--- src/rtl/mac_sequencer_8bit.sv ---
// Streaming multiply-accumulate sequencer driving an external 8x8 shift/add multiplier.
// Define ACC_SATURATE_EN to clamp the accumulator on overflow instead of wrapping.
module mac_sequencer_8bit #(
   parameter int ACC_W   = 20,
   parameter int CNT_W   = 8,
   parameter int TIMEOUT = 31
) (
   input  logic             clk,
   input  logic             rst,
   input  logic             in_valid,
   output logic             in_ready,
   input  logic [7:0]       in_a,
   input  logic [7:0]       in_b,
   input  logic             in_last,
   output logic             mul_start,
   output logic [7:0]       mul_a,
   output logic [7:0]       mul_b,
   input  logic [15:0]      mul_product,
   input  logic             mul_done,
   output logic             out_valid,
   input  logic             out_ready,
   output logic [ACC_W-1:0] out_data,
   output logic [CNT_W-1:0] out_count,
   output logic             out_ovf,
   output logic             out_err
);

   localparam int TMO_W = $clog2(TIMEOUT + 1);
   localparam int SUM_W = ACC_W + 1;

   typedef enum logic [1:0] {IDLE, ISSUE, WAIT, OUT} state_t;

   state_t           state;
   logic [ACC_W-1:0] acc;
   logic [CNT_W-1:0] cnt;
   logic             last_q;
   logic             ovf_q;
   logic             err_q;
   logic [TMO_W-1:0] tmo;
   logic [SUM_W-1:0] sum;
   logic [ACC_W-1:0] acc_nxt;

   assign sum = {1'b0, acc} + SUM_W'(mul_product);

   always_comb begin
      acc_nxt = sum[ACC_W-1:0];
`ifdef ACC_SATURATE_EN
      if (sum[ACC_W])
         acc_nxt = '1;
`endif
   end

   assign in_ready  = (state == IDLE);
   assign out_data  = acc;
   assign out_count = cnt;
   assign out_ovf   = ovf_q;
   assign out_err   = err_q;

   always_ff @(posedge clk or posedge rst) begin
      if (rst) begin
         state     <= IDLE;
         acc       <= '0;
         cnt       <= '0;
         last_q    <= 1'b0;
         ovf_q     <= 1'b0;
         err_q     <= 1'b0;
         tmo       <= '0;
         mul_start <= 1'b0;
         mul_a     <= '0;
         mul_b     <= '0;
         out_valid <= 1'b0;
      end else begin
         mul_start <= 1'b0;
         unique case (state)
            IDLE: begin
               if (in_valid) begin
                  mul_a     <= in_a;
                  mul_b     <= in_b;
                  last_q    <= in_last;
                  mul_start <= 1'b1;
                  state     <= ISSUE;
               end
            end
            ISSUE: begin
               tmo   <= '0;
               state <= WAIT;
            end
            WAIT: begin
               // a done arriving on the timeout cycle still counts
               if (mul_done) begin
                  acc <= acc_nxt;
                  cnt <= cnt + 1'b1;
                  if (sum[ACC_W])
                     ovf_q <= 1'b1;
                  if (last_q) begin
                     out_valid <= 1'b1;
                     state     <= OUT;
                  end else begin
                     state <= IDLE;
                  end
               end else if (tmo == TMO_W'(TIMEOUT - 1)) begin
                  err_q     <= 1'b1;
                  out_valid <= 1'b1;
                  state     <= OUT;
               end else begin
                  tmo <= tmo + 1'b1;
               end
            end
            OUT: begin
               if (out_ready) begin
                  acc       <= '0;
                  cnt       <= '0;
                  ovf_q     <= 1'b0;
                  err_q     <= 1'b0;
                  out_valid <= 1'b0;
                  state     <= IDLE;
               end
            end
            default: state <= IDLE;
         endcase
      end
   end

endmodule

--- config.mk ---
export PLATFORM = sky130hd
export DESIGN_NAME = mac_sequencer_8bit
export DESIGN_NICKNAME = d
export VERILOG_FILES = /design/src/rtl/mac_sequencer_8bit.sv
export SDC_FILE = /design/constraint.sdc
export NUM_CORES = 1
export LEC_CHECK = 0
export ABC_AREA = 1
export CORE_AREA = 5 5 124 126
export CTS_BUF_LIST = sky130_fd_sc_hd__clkbuf_16
export DETAILED_ROUTE_END_ITERATION = 7
export DIE_AREA = 0 0 129 131
export GPL_ROUTABILITY_DRIVEN = 0
export GPL_TIMING_DRIVEN = 0
export PLACE_DENSITY = 0.54
export SYNTH_ARGS = -nofsm -noshare
export SYNTH_HDL_FRONTEND = slang
export SYNTH_SLANG_ARGS = --single-unit
export TNS_END_PERCENT = 50
--- constraint.sdc ---
create_clock -name clk -period 1.8 [get_ports clk]
set_input_delay 0.18 -clock clk [delete_from_list [all_inputs] [get_ports clk]]
set_output_delay 0.18 -clock clk [all_outputs]
set_load 0.01 [all_outputs]
==> summary.md <==
| Metric | Value |
|---|---|
| Worst rel slew slack | `60.9%` |
| Switching Power | `3.29 mW` |
| CTS Buf Count | `5` |
| Drt first pass iters | `4` |
| CTS Hold Bufs | `0` |
| Total grt overflow | `0` |
| Boundary pin count | `87` |
| Clk pwr share | `13.3%` |
| Area grow syn2layout | `47.2%` |
| Crit Reg-Reg Startpoint | `out_data[0]$_DFFE_PP0P_` |
| Worst-margin pin slew | `0.586 ns` |
| Finished Layout Cells | `772` |
| Initial core utilization | `24.4%` |
| PwrDens | `1480 nW/um^2` |
| CP endpoint kind | `register` |
| WL final | `10000 um` |
| Layout Utilization | `35.9%` |
| Clk sink count | `56` |
| Die ar. | `16900 um^2` |
| CTS clk-pin slew, worst paths | `0.08 ns` |
| Sequential Power Share | `28.9%` |
| Post-synthesis cell type count | `29` |
| Worst vdd ir | `0.000601 V` |
| Wire per inst | `13.0 um` |
| Post-route setup TNS | `0 ns` |
| Worst setup SP type | `register` |
| # port buffers | `86` |
| Antenna diodes | `0` |
| Worst Setup EP | `out_data[16]$_DFFE_PP0P_` |
| #FFs+latches synth | `56` |
| Ys Warns | `0` |
| Internal | `4.28 mW` |
| Hold crit path type | `primary input to asynchronous set/reset pin` |
| DIE HEIGHT | `131 um` |
| Fmax | `575 MHz` |
| Final #Nets | `645` |
| Reg2reg end | `out_data[16]$_DFFE_PP0P_` |
| LEAKAGE | `2.41 nW` |
| Switching share of power | `43.4%` |
| Worst setup margin | `0.0624 ns` |
| Largest fanout on the critical path | `4` |
| Unrepaired setup endpoints after global routing | `yes` |
| DP HPWL | `7750 um` |
| Critical Path Start | `out_data[0]$_DFFE_PP0P_` |
| Vias | `3340` |
| CTS tree | `built` |
| Root buf cell | `clkbuf_16` |
| Status | `finished, final reports clean` |
| WP data arrival | `1.93 ns` |
| Clk_skew | `0.00514 ns` |
| Synth Area per Inst | `7.10 um^2` |
| Routed Antenna Nets | `0` |
| Area after DPL | `4580 um^2` |
| Fin area | `5100 um^2` |
| Combinational Power Share | `57.8%` |
| Vias/cell | `4.33` |
| Fin crit share | `96.5%` |
| Max_cap viols | `0` |
| Worst-Skew Late Latency | `0.30 ns` |
| Worst slack at placement | `-0.436 ns` |
| R2R cell count | `10` |
| Sequential share of the synthesized area | `40.4%` |
| Final Hold Vio Count | `0` |
| Critical path type | `register to register` |
| Syn Inst Count | `488` |
| Antenna violations before repair | `0` |
| CTS H-tree depth | `2` |
| Total power | `7.57 mW` |
| Endpoints failing setup | `0` |
| Rows | `44` |
| Final Critical Period | `1.74 ns` |
| Slew Limit Fails | `0` |
| Vias in the first global route | `3387` |
| Largest net degree at the start of global routing | `33` |
| # DRC | `0` |
| Req. time, crit path | `1.99 ns` |
| 1st-iter DRT viols | `57` |
| Syn_nets | `546` |
| Max Buffers Root-to-Sink | `2` |
| Core region area | `14200 um^2` |
| All-layer global routing usage | `11.9%` |
| First-pass GRT wire length | `16400 um` |
| Dpl cells | `759` |
| Share of layout cells above drive strength 1 | `15.1%` |
| R2R setup slack | `0.06 ns` |
| Chip width | `129 um` |
| Final hold slack | `0.267 ns` |
| Post-Syn Area | `3470 um^2` |
[cell type report]
type                       instances  area (um^2)
timing repair buffer              92          918
sequential                        56         1400
multi-input combinational        364         2140
clock buffer                       5          125
clock inverter                     3         20.0
buffer                             5         25.0
fill                            1507         9100
inverter                          63          236
tap                              184          230
[critical path: stages, from the launching register on]
cell     delay [ns]
dfrtp_1        0.42
ha_4           0.18
fa_2           0.35
nand2_2        0.09
nand3_2        0.08
nand3_2        0.09
nand2_4        0.08
nand3_2        0.07
nand2_2        0.07
a21oi_1        0.13
nor2_1         0.05
[cells in the final DEF (no fill, tap or decap), types with 4 or more instances in the layout]
cell	instances
nand2_4	4
nor2_4	5
dfrtp_1	55
nand2_2	16
buf_4	5
ha_1	4
buf_2	5
clkdlybuf4s50_1	86
inv_2	6
nor3_1	7
nor2_1	38
nand3_2	5
nor2_2	6
inv_1	58
ha_4	15
nand2_1	169
nand3b_1	5
o21ai_0	14
clkbuf_16	5
a21oi_1	26
nand3_1	23
[routing by layer]
layer	share of wire [%]	track usage, %
met1	44	14.5
met5	0	0
met2	47	20.2
met3	8.7	5.04
met4	0.41	1.67
[Yosys cell counts]
| master | count | share of area [%] |
|---|---|---|
| and3_1 | 1 | 0.18 |
| nor2_4 | 4 | 1.3 |
| o21ai_1 | 5 | 0.72 |
| o21bai_1 | 1 | 0.22 |
| inv_1 | 58 | 6.3 |
| a21oi_2 | 1 | 0.25 |
| xor2_1 | 1 | 0.25 |
| o21ai_0 | 14 | 2.0 |
| a32o_1 | 1 | 0.29 |
| buf_2 | 5 | 0.72 |
| fa_1 | 1 | 0.58 |
| a21oi_1 | 31 | 4.5 |
| o21ai_2 | 1 | 0.25 |
| nand2_4 | 3 | 0.97 |
| dfrtp_1 | 56 | 40 |
| o21bai_2 | 1 | 0.32 |
| o31ai_1 | 1 | 0.22 |
| xnor2_1 | 1 | 0.25 |
| ha_1 | 19 | 6.9 |
| or2_2 | 2 | 0.36 |
| nand2_1 | 183 | 20 |
| nor2_1 | 45 | 4.9 |
| nand3b_1 | 5 | 1.1 |
| inv_2 | 5 | 0.54 |
| nand3_1 | 28 | 4.0 |
| and2_1 | 2 | 0.36 |
| a22o_1 | 3 | 0.76 |
| nand2_2 | 3 | 0.54 |
| nor3_1 | 7 | 1.0 |
[registers in the layout, indices dropped and copies added (netlist names)]
signal	cells
out_data	20
mul_start	1
mul_a	8
tmo	5
out_valid	1
out_err	1
mul_b	8
out_count	8
last_q	1
state	2
out_ovf	1
[worst min path at each step]
stage	endpoint	slack [ns]
after CTS	mul_start$_DFF_PP0_	0.29
after floorplan	last_q$_DFFE_PP0P_	0.30
after detailed placement	mul_a[6]$_DFFE_PP0P_	0.46
after global routing	mul_start$_DFF_PP0_	0.32
after global placement	mul_b[7]$_DFFE_PP0P_	0.46
final	mul_start$_DFF_PP0_	0.27
[power groups by stage]
stage / Combinational (mW) / Clock (mW) / Sequential (mW)
5_1_grt: 4.90 / 1.09 / 2.27
2_1_floorplan: 2.09 / 0 / 2.28
6_report: 4.37 / 1.00 / 2.19
3_3_place_gp: 3.78 / 0 / 2.13
3_5_place_dp: 3.84 / 0 / 2.14
4_1_cts: 3.98 / 1.05 / 2.14
[cell families (layout without fill, tap and decap cells)]
| logic type | count (synthesis) | after routing | share of synthesized area, % |
|---|---|---|---|
| flip-flops | 56 | 56 | 40.4 |
| buffers and inverters | 68 | 168 | 7.55 |
| adder cells (fa/ha/maj) | 20 | 20 | 7.44 |
| AO/OA/AOI/OAI | 59 | 59 | 9.53 |
| AND/OR/NAND/NOR | 283 | 283 | 34.5 |
| XOR/XNOR | 2 | 2 | 0.506 |
[what timing repair did]
item,in CTS,in global routing
pin swaps,3,12
setup endpoints to repair,13,16
buffers inserted,2,3
gates cloned,0,0
resized for setup,16,45
Note: power is estimated with default switching activity, not from simulation.
